`config.mk`:
```
export PLATFORM = sky130hd
export DESIGN_NAME = mem_fill_arbiter
export DESIGN_NICKNAME = d
export VERILOG_FILES = /design/src/rtl/mem_fill_arbiter.sv
export SDC_FILE = /design/constraint.sdc
export NUM_CORES = 1
export LEC_CHECK = 0
export CAP_MARGIN = 25
export CORE_MARGIN = 1
export CORE_UTILIZATION = 39
export DETAILED_ROUTE_END_ITERATION = 7
export PLACE_DENSITY = 0.82
export SYNTH_ARGS = -nofsm -noshare
export SYNTH_HDL_FRONTEND = slang
export SYNTH_SLANG_ARGS = --single-unit
export TNS_END_PERCENT = 20
```
`constraint.sdc`:
```
create_clock -name clk -period 2.1 [get_ports clk]
set_input_delay 0.42 -clock clk [delete_from_list [all_inputs] [get_ports clk]]
set_output_delay 0.42 -clock clk [all_outputs]
set_load 0.05 [all_outputs]
```
`src/rtl/mem_fill_arbiter.sv`:
```
`default_nettype none
// ============================================================================
// Module   : mem_fill_arbiter
// Brief    : N-port arbiter onto a fixed-latency pipelined memory; block fills
//            for reads, single-word write-through for writes.
// Revision : 1.0
// ============================================================================
module mem_fill_arbiter #(
    parameter int NUM_PORTS   = 2,
    parameter int ADDR_W      = 16,
    parameter int DATA_W      = 16,
    parameter int BLOCK_WORDS = 8,
    parameter int MEM_LATENCY = 4,
    parameter int RR_MODE     = 0
) (
    input  logic                          clk,
    input  logic                          rst,
    input  logic [NUM_PORTS-1:0]          req,
    input  logic [NUM_PORTS-1:0]          req_wr,
    input  logic [NUM_PORTS*ADDR_W-1:0]   req_addr,
    input  logic [NUM_PORTS*DATA_W-1:0]   req_wdata,
    output logic [NUM_PORTS-1:0]          stall_out,
    output logic [NUM_PORTS-1:0]          fill_we,
    output logic [DATA_W-1:0]             fill_data,
    output logic [ADDR_W-1:0]             fill_addr,
    output logic                          mem_en,
    output logic                          mem_wr,
    output logic [ADDR_W-1:0]             mem_addr,
    output logic [DATA_W-1:0]             mem_wdata,
    input  logic [DATA_W-1:0]             mem_rdata
);

    localparam int GW  = (NUM_PORTS > 1) ? $clog2(NUM_PORTS) : 1;
    localparam int IW  = (BLOCK_WORDS > 1) ? $clog2(BLOCK_WORDS) : 1;
    localparam int OFF = $clog2(BLOCK_WORDS * 2);
    localparam logic [ADDR_W-1:0] BASE_MASK = ~((ADDR_W'(1) << OFF) - ADDR_W'(1));
    localparam logic [IW-1:0]     LAST_IDX  = IW'(BLOCK_WORDS - 1);

    typedef enum logic [1:0] {
        S_IDLE  = 2'd0,
        S_READ  = 2'd1,
        S_WRITE = 2'd2,
        S_DRAIN = 2'd3
    } state_t;

    state_t                          state_q, state_d;
    logic [GW-1:0]                   gnt_q, gnt_d;
    logic [GW-1:0]                   ptr_q, ptr_d;
    logic [ADDR_W-1:0]               addr_q, addr_d;
    logic [DATA_W-1:0]               wdata_q, wdata_d;
    logic [IW-1:0]                   issue_q, issue_d;
    logic [MEM_LATENCY-1:0]          vld_q, vld_d;
    logic [MEM_LATENCY-1:0][IW-1:0]  idx_q, idx_d;

    logic [GW-1:0]      arb_gnt;
    logic               arb_found;
    logic [GW-1:0]      arb_start;
    logic [GW-1:0]      cand;
    logic               sel_wr;
    logic [ADDR_W-1:0]  sel_addr;
    logic [DATA_W-1:0]  sel_wdata;
    logic               issue;
    logic               ret_vld;
    logic [IW-1:0]      ret_idx;
    logic               done;
    logic [ADDR_W-1:0]  base;

    assign base    = addr_q & BASE_MASK;
    assign ret_vld = vld_q[MEM_LATENCY-1];
    assign ret_idx = idx_q[MEM_LATENCY-1];

    // Fixed priority is round-robin with the search always starting at port 0.
    always_comb begin
        arb_gnt   = '0;
        arb_found = 1'b0;
        cand      = '0;
        arb_start = (RR_MODE != 0) ? ptr_q : '0;
        for (int k = 0; k < NUM_PORTS; k++) begin
            cand = GW'((int'(arb_start) + k) % NUM_PORTS);
            if (!arb_found && req[cand]) begin
                arb_found = 1'b1;
                arb_gnt   = cand;
            end
        end
    end

    always_comb begin
        sel_wr    = 1'b0;
        sel_addr  = '0;
        sel_wdata = '0;
        for (int p = 0; p < NUM_PORTS; p++) begin
            if (arb_gnt == GW'(p)) begin
                sel_wr    = req_wr[p];
                sel_addr  = req_addr[p*ADDR_W +: ADDR_W];
                sel_wdata = req_wdata[p*DATA_W +: DATA_W];
            end
        end
    end

    always_comb begin
        state_d   = state_q;
        gnt_d     = gnt_q;
        ptr_d     = ptr_q;
        addr_d    = addr_q;
        wdata_d   = wdata_q;
        issue_d   = issue_q;
        issue     = 1'b0;
        mem_en    = 1'b0;
        mem_wr    = 1'b0;
        mem_addr  = '0;
        mem_wdata = '0;
        case (state_q)
            S_IDLE: begin
                if (arb_found) begin
                    gnt_d   = arb_gnt;
                    ptr_d   = (arb_gnt == GW'(NUM_PORTS - 1)) ? '0 : arb_gnt + GW'(1);
                    addr_d  = sel_addr;
                    wdata_d = sel_wdata;
                    issue_d = '0;
                    state_d = sel_wr ? S_WRITE : S_READ;
                end
            end
            S_WRITE: begin
                mem_en    = 1'b1;
                mem_wr    = 1'b1;
                mem_addr  = addr_q;
                mem_wdata = wdata_q;
                state_d   = S_IDLE;
            end
            S_READ: begin
                issue    = 1'b1;
                mem_en   = 1'b1;
                mem_addr = base + (ADDR_W'(issue_q) << 1);
                if (issue_q == LAST_IDX) begin
                    issue_d = '0;
                    state_d = S_DRAIN;
                end else begin
                    issue_d = issue_q + IW'(1);
                end
            end
            S_DRAIN: begin
                if (ret_vld && (ret_idx == LAST_IDX)) begin
                    state_d = S_IDLE;
                end
            end
            default: state_d = S_IDLE;
        endcase
    end

    // Return pipe: a word issued in cycle t reaches the last stage in t+MEM_LATENCY.
    always_comb begin
        vld_d    = '0;
        idx_d    = '0;
        vld_d[0] = issue;
        idx_d[0] = issue_q;
        for (int i = 1; i < MEM_LATENCY; i++) begin
            vld_d[i] = vld_q[i-1];
            idx_d[i] = idx_q[i-1];
        end
    end

    always_ff @(posedge clk) begin
        if (rst) begin
            state_q <= S_IDLE;
            gnt_q   <= '0;
            ptr_q   <= '0;
            addr_q  <= '0;
            wdata_q <= '0;
            issue_q <= '0;
            vld_q   <= '0;
            idx_q   <= '0;
        end else begin
            state_q <= state_d;
            gnt_q   <= gnt_d;
            ptr_q   <= ptr_d;
            addr_q  <= addr_d;
            wdata_q <= wdata_d;
            issue_q <= issue_d;
            vld_q   <= vld_d;
            idx_q   <= idx_d;
        end
    end

    assign done      = (state_q == S_WRITE) | (ret_vld & (ret_idx == LAST_IDX));
    assign stall_out = req & ~(NUM_PORTS'(done) << gnt_q);
    assign fill_we   = NUM_PORTS'(ret_vld) << gnt_q;
    assign fill_data = ret_vld ? mem_rdata : '0;
    assign fill_addr = ret_vld ? (base + (ADDR_W'(ret_idx) << 1)) : '0;

endmodule
`default_nettype wire

```
==> out/metrics.csv <==
metric;value;unit
arrival;1580;ps
async_reset_ff_share;0;%
clock-root-buffer;clkbuf_8;
synthesis.nets;395;
final_area;5228;µm²
endpoint_kind;output port;
tightest_slew;529.3;ps
required;1680;ps
crit_path_top_delay_cell;dfxtp_2;
die_y;86.07;µm
critPathKind;reg2out;
grt_pass1_vias;2564;
layout-drive-gt1-share;25.56;%
grt_setup_unrepaired;no;
crit_buf_inv;3;
gp_congestion;0.8472;
routed-via-count;2672;
synth_top_flop_cell;dfxtp_1;
antenna_cells;0;
layout.nets;541;
drv_cap;0;
viasPerCell;4.894;
die_area;7408;µm²
drcViolationCount;0;
io_buffers;154;
nFillCells;444;
initialDrtViolationCount;69;
synth_top_area_cell;dfxtp_1;
hp-class;reg2reg;
coreArea;6794;µm²
synth_area_leaders;dfxtp_1 39%, and2_1 14%, mux2i_1 12%, a211oi_1 9.0%, nor2b_1 4.8%;
routedLengthMet1;2895;µm
critical-path-max-stage-delay;380;ps
grt_max_degree;36;
area_delta_synth_final;89.65;%
cts_setup_buffers;0;
finalClockSkew;8.997;ps
dpl_cell_area;5077;µm²
grt_pass1_wl;12100;µm
clkSlewWorstSetupHoldPaths;90;ps
fmax;500.4;MHz
rows;30;
cts_tree;done;
met2_wirelength;4099;µm
yosysSeqAreaShare;39.22;%
insertion_delay;310;ps
die_w;86.07;µm
period_needed;1998;ps
vdd_drop_max;0.0005004;V
timing.rr.start;issue_q[0];
timing_hold_violations_final;0;
yosys.area.top_type_share;39.22;%
hpwl;6000;µm
slew_violations;0;
clockBufferDepth;2;
leakage;2.177;nW
io_pins;156;
crit_path_frequent_cell;buf_12;
synth_edf_count;0;
setup_violations;0;
worst_r2r_path_depth;5;
track_usage;20.88;%
synth-seq-cells;54;
worstPathMaxFanout;22;
drt_pass1_iterations;4;
cp-startpoint;state_q[0];
cts_buffers;5;
synth_area;2756;µm²
syn_inst;303;
regToRegSetupSlack;540;ps
grt_overflow;0;
layout_commonest_cell;clkdlybuf4s50_1;
timing.slew.headroom;64.71;%
utilization;76.94;%
ant_nets;0;
finalCritPeriodShare;95.15;%
status;complete, no violations;
initial_core_util;40.57;%
final_cell_mix;84 x clkdlybuf4s50_1, 73 x buf_12, 52 x dfxtp_1;
h-tree-depth;2;
routed_wl;7752;µm
crit_cells;6;
crit_family;flip-flops;
r2r-end;state_q[0];
p_total;4.481;mW
crit_end;mem_addr[3];
yosysWarnings;0;
ys_types;31;
worstPathCellList;inv_2 -> ha_4 -> buf_12 -> a22oi_1 -> nor2b_2 -> buf_12;
routed.top_layer;met4;
worst_setup_path_start_kind;flop;
fin_tns_setup;0;ps
routedWlPerCell;14.20;µm
cts.sinks;54;
avgSynthCellArea;9.097;µm²
p_per_area;857.2;nW/µm²
wl_met3;605;µm
antenna_found_initial;0;
repair_timing:
item	CTS	global route
hold buffers	0	0
endpoints found under the setup margin	16	18
resized for setup	3	10
gates cloned	0	1
cells by family after synthesis:
logic type,synth area share [%]
AND/OR/NAND/NOR,25.38
flip-flops,39.22
AO/OA/AOI/OAI,13.84
multiplexers,12.03
buffers and inverters,6.673
adder cells (fa/ha/maj),2.723
other,0.1360
where the power goes:
group | switching [mW] | internal, mW | total [mW]
sequential | 0.173 | 1.31 | 1.49
clock | 0.339 | 0.235 | 0.574
combinational | 1.25 | 1.17 | 2.42
synthesized netlist by cell type, drive strengths merged (2+ instances only):
| cell type | n |
|---|---|
| o21ai | 3 |
| dfxtp | 54 |
| a211oi | 33 |
| nand3 | 3 |
| nor2 | 34 |
| a22oi | 3 |
| nand2 | 2 |
| ha | 6 |
| buf | 11 |
| mux2i | 32 |
| nor2b | 21 |
| a21oi | 4 |
| and2 | 61 |
| inv | 5 |
| clkbuf | 15 |
| o21a | 4 |
per-layer routing:
| metal | up-vias | global-route usage, % |
|---|---|---|
| li1 | 1321 | - |
| met4 | 0 | 7.273 |
| met2 | 123 | 39.75 |
| met3 | 13 | 5.486 |
| met1 | 1215 | 21.94 |
| met5 | - | 0 |
flip-flops by register name, indices dropped and copies added, names as in the netlist:
register and cells:
state_q 2, vld_q 4, issue_q 3, ret_idx 3, addr_q 16, gnt_q 1, idx_d 9, wdata_q 16
area by class of cell:
type                            instances  area (µm²)  share of cell area, %
Timing Repair Buffer                  164        2356                  45.07
Multi-Input combinational cell        219        1559                  29.82
Sequential cell                        54        1084                  20.73
Tap cell                               96       120.1                  2.298
Clock buffer                            5       68.82                  1.316
Clock inverter                          3       21.27                 0.4069
Inverter                                5       18.77                 0.3590
worst min path at each step:
| stage | startpoint | end | slack (ps) | cells past startpoint |
|---|---|---|---|---|
| global route | idx_d[9] | ret_idx[0] | 460 | 1 |
| detailed placement | idx_d[5] | idx_d[8] | 420 | 1 |
| floorplan | idx_d[7] | idx_d[10] | 410 | 1 |
| global placement | idx_d[6] | idx_d[9] | 420 | 1 |
| finish | idx_d[9] | ret_idx[0] | 440 | 1 |
| CTS | idx_d[5] | idx_d[8] | 450 | 1 |
metrics by stage:
stage	setup WS, ps	std cells	hold WS [ps]
floorplan	-56.99	303	413.8
detailed placement	155.8	537	422.0
global placement	208.9	537	415.4
global route	21.72	546	462.8
CTS	-5.348	545	449.6
finish	101.8	546	444.4
No activity file was read; power rests on OpenSTA's default activity.
